## config.mk

```make
export PLATFORM = sky130hd
export DESIGN_NAME = imm_extend_pipe_flat
export DESIGN_NICKNAME = d
export VERILOG_FILES = /design/src/rtl/imm_extend_pipe_if.sv /design/src/rtl/imm_extend_pipe.sv /design/src/flat_wrapper.sv
export SDC_FILE = /design/constraint.sdc
export NUM_CORES = 1
export LEC_CHECK = 0
export ABC_AREA = 1
export ABC_CLOCK_PERIOD_IN_PS = 3000
export BUFFER_PORTS_ARGS = -buffer_cell sky130_fd_sc_hd__clkbuf_2
export CAP_MARGIN = 0
export CORE_UTILIZATION = 57
export DETAILED_ROUTE_END_ITERATION = 8
export HOLD_SLACK_MARGIN = 0.03
export PLACE_DENSITY = 0.84
export SYNTH_ARGS = -nofsm -noshare
export SYNTH_HDL_FRONTEND = slang
export SYNTH_SLANG_ARGS = --single-unit
```

## constraint.sdc

```tcl
create_clock -name clk -period 3 [get_ports clk]
set_input_delay 0.45 -clock clk [delete_from_list [all_inputs] [get_ports clk]]
set_output_delay 0.45 -clock clk [all_outputs]
set_load 0.005 [all_outputs]
```

## src/rtl/imm_extend_pipe_if.sv

```systemverilog
// Handshake bundle for imm_extend_pipe: immediate-in stream and extended-result-out stream.
// The DUT takes the slave modport; the upstream/downstream side takes master.
interface imm_extend_pipe_if #(
  parameter int IN_W  = 16,
  parameter int OUT_W = 32
);
  logic             in_valid;
  logic             in_ready;
  logic [IN_W-1:0]  in_imm;
  logic [1:0]       in_mode;
  logic             out_valid;
  logic             out_ready;
  logic [OUT_W-1:0] out_data;
  logic             out_illegal;

  modport master (
    output in_valid, in_imm, in_mode, out_ready,
    input  in_ready, out_valid, out_data, out_illegal
  );

  modport slave (
    input  in_valid, in_imm, in_mode, out_ready,
    output in_ready, out_valid, out_data, out_illegal
  );
endinterface

```

## src/rtl/imm_extend_pipe.sv

```systemverilog
// Immediate extender (zero/sign/branch/upper) followed by a 2-entry result FIFO.
// Define IMM_EXTEND_UPPER_EN to build the upper (LUI) mode; otherwise mode 11 zero-extends and is flagged illegal.
module imm_extend_pipe #(
  parameter int IN_W  = 16,
  parameter int OUT_W = 32
) (
  input  logic               clk,
  input  logic               reset,
  imm_extend_pipe_if.slave   bus
);

  logic [OUT_W-1:0] zext;
  logic [OUT_W-1:0] sext;
  logic [OUT_W-1:0] acc_data;
  logic             acc_illegal;

  logic [OUT_W-1:0] mem_data [2];
  logic             mem_illegal [2];
  logic             wr_ptr;
  logic             rd_ptr;
  logic [1:0]       count;
  logic             accept;
  logic             deliver;

  assign zext = {{(OUT_W-IN_W){1'b0}}, bus.in_imm};
  assign sext = {{(OUT_W-IN_W){bus.in_imm[IN_W-1]}}, bus.in_imm};

  // The result is formed at acceptance so the FIFO stores finished values only.
  always_comb begin
    acc_data    = zext;
    acc_illegal = 1'b0;
    case (bus.in_mode)
      2'b00: acc_data = zext;
      2'b01: acc_data = sext;
      2'b10: acc_data = sext << 2;
      default: begin
`ifdef IMM_EXTEND_UPPER_EN
        acc_data = {bus.in_imm, {(OUT_W-IN_W){1'b0}}};
`else
        acc_illegal = 1'b1;
`endif
      end
    endcase
  end

  assign bus.in_ready    = (count != 2'd2);
  assign bus.out_valid   = (count != 2'd0);
  assign bus.out_data    = mem_data[rd_ptr];
  assign bus.out_illegal = mem_illegal[rd_ptr];

  assign accept  = bus.in_valid && bus.in_ready;
  assign deliver = bus.out_valid && bus.out_ready;

  // Storage is cleared on reset so the head reads as zero while empty after reset.
  always_ff @(posedge clk or posedge reset) begin
    if (reset) begin
      count  <= 2'd0;
      wr_ptr <= 1'b0;
      rd_ptr <= 1'b0;
      for (int i = 0; i < 2; i++) begin
        mem_data[i]    <= '0;
        mem_illegal[i] <= 1'b0;
      end
    end else begin
      if (accept) begin
        mem_data[wr_ptr]    <= acc_data;
        mem_illegal[wr_ptr] <= acc_illegal;
        wr_ptr              <= ~wr_ptr;
      end
      if (deliver) begin
        rd_ptr <= ~rd_ptr;
      end
      if (accept && !deliver) begin
        count <= count + 2'd1;
      end else if (!accept && deliver) begin
        count <= count - 2'd1;
      end
    end
  end

endmodule

```

## src/flat_wrapper.sv

```systemverilog
// flat-port wrapper written by rule: the top's interface ports become plain ports
module imm_extend_pipe_flat 
#(
  parameter int IN_W  = 16,
  parameter int OUT_W = 32
)
  (clk, reset, bus_in_valid, bus_in_imm, bus_in_mode, bus_out_ready, bus_in_ready, bus_out_valid, bus_out_data, bus_out_illegal);
  imm_extend_pipe_if #(.IN_W(IN_W), .OUT_W(OUT_W)) bus_i ();
  input  logic clk;
  input  logic reset;
  input wire logic [$bits(bus_i.in_valid)-1:0] bus_in_valid;
  input wire logic [$bits(bus_i.in_imm)-1:0] bus_in_imm;
  input wire logic [$bits(bus_i.in_mode)-1:0] bus_in_mode;
  input wire logic [$bits(bus_i.out_ready)-1:0] bus_out_ready;
  output wire logic [$bits(bus_i.in_ready)-1:0] bus_in_ready;
  output wire logic [$bits(bus_i.out_valid)-1:0] bus_out_valid;
  output wire logic [$bits(bus_i.out_data)-1:0] bus_out_data;
  output wire logic [$bits(bus_i.out_illegal)-1:0] bus_out_illegal;
  assign bus_i.in_valid = bus_in_valid;
  assign bus_i.in_imm = bus_in_imm;
  assign bus_i.in_mode = bus_in_mode;
  assign bus_i.out_ready = bus_out_ready;
  assign bus_in_ready = bus_i.in_ready;
  assign bus_out_valid = bus_i.out_valid;
  assign bus_out_data = bus_i.out_data;
  assign bus_out_illegal = bus_i.out_illegal;
  imm_extend_pipe #(.IN_W(IN_W), .OUT_W(OUT_W)) u_core (.clk(clk), .reset(reset), .bus(bus_i));
endmodule
```

==> impl_metrics.json <==
{
  "status": "finished, final reports clean",
  "ant_nets": 0,
  "synth_top_area_frac": 0.459,
  "grt_pass1_vias": 1791,
  "n_fill_cell": 329,
  "worst_slew_pin_slew_ps": 872,
  "cp_data_required_time_ps": 2550,
  "grtUsageTotal": 0.247,
  "finish.instance_area_um2": 2570,
  "synth_edf_count": 0,
  "synth_warnings": 0,
  "routed_wl_mm": 4.65,
  "place_congestion": 0.757,
  "num_rows": 22,
  "die_h_um": 65.4,
  "critPathMaxStageDelay_ps": 920,
  "start_kind": "register",
  "p_int_w": 0.00158,
  "netlist_area_um2": 2290,
  "synth_nets": 306,
  "cts-resized-gates": 0,
  "placement.cell_area_um2": 2460,
  "endpoint_kind": "output port",
  "synthMostInstantiatedCell": "nand2_1",
  "ir_drop_mv": 0.455,
  "die_w_um": 65.4,
  "reg2reg_to": "u_core.count[1]",
  "comb_power_share": 0.423,
  "ys_top_cells_by_area": "dfrtp_1 (46%), nand2_1 (23%), mux2_2 (9.3%), buf_4 (4.6%), nand3_1 (3.7%)",
  "yosys.area.top_type": "dfrtp_1",
  "synth-main-ff-cell": "dfrtp_1",
  "switchingPower_w": 0.000929,
  "reg2reg_slack_ps": 1600,
  "cts_max_level": 2,
  "start_util": 0.612,
  "ios": 57,
  "finClkSkew_ps": 7.11,
  "yosysUniqueCellTypes": 19,
  "arrival_ps": 1870,
  "r2r_start": "u_core.count[0]",
  "period_share": 0.772,
  "cts_hold_buf": 0,
  "drcViolationCount": 0,
  "synth_cells": 280,
  "cpMaxStageDelayCell": "dfrtp_1",
  "syn_avg_cell_area_um2": 8.18,
  "route.met2.wl_mm": 2.23,
  "grt_pass1_wl_mm": 7.92,
  "p_sw_frac": 0.370,
  "drt_iter0_drc": 131,
  "maxSlewViolCount": 0,
  "min_period_ps": 2320,
  "cap_violations": 0,
  "antenna_found_initial": 0,
  "cts_sinks": 42,
  "cts_buffers": 5,
  "cts-root-buf": "clkbuf_8",
  "overflow": 0,
  "post_cts_buffers": 0,
  "num_antenna_cells": 0,
  "dieArea_um2": 4280,
  "r2r_cells": 9,
  "yosys-top-cells-count": "nand2_1 (139), dfrtp_1 (42), mux2_2 (19)",
  "vias_per_cell": 5.14,
  "setup_tns_ps": 0,
  "p_seq_frac": 0.404,
  "ys_ff_latch": 42,
  "routed.top_layer": "met4",
  "cts_tree": "built",
  "p_clk_frac": 0.174,
  "rsz0062_at_grt": "false",
  "layout.nets": 344,
  "vias": 1885,
  "relSlewSlack": 0.418,
  "p_leak_nw": 1.49,
  "routed-wl-met3_um": 287,
  "powerDensity_nw_per_um2": 977,
  "hold_viol_final": 0,
  "critPathMaxFanout": 20,
  "coreArea_um2": 3740,
  "syn2layout_area_growth_pct": 12.1,
  "fmax_mhz": 432,
  "crit_chain": "mux2_2, clkbuf_2",
  "clock_latency_ps": 290,
  "worstSetupPathType": "reg2out",
  "hold_class": "in2async",
  "dpl.hpwl_mm": 3.18,
  "clkTransAtPathRegs_ps": 80,
  "async_flop_share": 1.00,
  "first_pass_iters": 4,
  "ys_seq_area_frac": 0.459,
  "wire_per_inst_um": 12.7,
  "grt_max_degree": 25,
  "port_buffers": 56,
  "setup-violations-final": 0,
  "wl_met1_mm": 2.10,
  "drive_gt1_frac": 0.288,
  "clockBufferDepth": 2
}
[worst max path at each step]
stage	from	end	slack, ps	depth (start not counted)
detailed placement	u_core.rd_ptr	bus_out_data[28]	970	2
CTS	u_core.rd_ptr	bus_out_data[28]	650	2
finish	u_core.rd_ptr	bus_out_data[28]	680	2
global placement	u_core.rd_ptr	bus_out_data[22]	990	2
global route	u_core.rd_ptr	bus_out_data[28]	570	2
floorplan	u_core.rd_ptr	bus_out_data[18]	1420	3
[state kept, by name, indices dropped and copies added, names as in the netlist]
signal / cells
u_core.rd_ptr: 1
u_core.count: 2
u_core.mem_data: 36
u_core.wr_ptr: 1
u_core.mem_illegal: 2
[routing by layer]
layer | global-route usage | vias up
li1 | - | 936
met1 | 0.326 | 869
met2 | 0.410 | 75
met3 | 0.0486 | 5
met4 | 0.0734 | 0
met5 | 0 | -
[per-stage QoR]
stage	total power (W)	setup slack (ps)	hold WS (ps)	instances	util
finish	0.00251	685	275	367	0.686
global route	0.00272	575	345	367	0.686
CTS	0.00252	650	305	367	0.686
detailed placement	0.00208	971	461	359	0.657
global placement	0.00205	994	458	359	0.657
floorplan	0.00182	1420	443	280	-
[cell type report]
| class | count | area (um^2) | area share |
|---|---|---|---|
| clock inverter | 1 | 30.0 | 0.0117 |
| multi-input combinational | 198 | 1010 | 0.393 |
| clock buffer | 7 | 76.3 | 0.0297 |
| timing repair buffer | 57 | 288 | 0.112 |
| sequential | 42 | 1050 | 0.409 |
| inverter | 14 | 52.6 | 0.0205 |
| tap | 48 | 60.1 | 0.0234 |
[kinds of logic after synthesis]
kind of cell,Yosys count,synth area share
multiplexers,19,0.0934
XOR/XNOR,2,0.00765
AO/OA/AOI/OAI,8,0.0175
AND/OR/NAND/NOR,165,0.300
adder cells (fa/ha/maj),4,0.0218
flip-flops,42,0.459
buffers and inverters,40,0.100
[critical path, delay by kind of cell, from the launching register on]
kind / cells / cell delay, ps
multiplexers: 1 / 520
buffers and inverters: 1 / 140
flip-flops: 1 / 920
[placed cells by master, fill, tap and decap left out, drive strengths merged]
| cell type | count |
|---|---|
| o21ai | 8 |
| inv | 14 |
| xnor2 | 2 |
| nand3 | 19 |
| bufinv | 1 |
| nor2 | 3 |
| mux2 | 19 |
| clkbuf | 63 |
| nand4 | 1 |
| dfrtp | 42 |
| ha | 4 |
| buf | 1 |
| nand2 | 142 |
[power by group through the flow]
stage / clock network [W] / logic [W] / registers (W)
detailed placement: 0 / 0.00106 / 0.00102
floorplan: 0 / 0.000885 / 0.000934
global placement: 0 / 0.00104 / 0.00101
CTS: 0.000439 / 0.00107 / 0.00101
finish: 0.000435 / 0.00106 / 0.00101
global route: 0.000471 / 0.00120 / 0.00104
(Power assumes the default switching activity.)
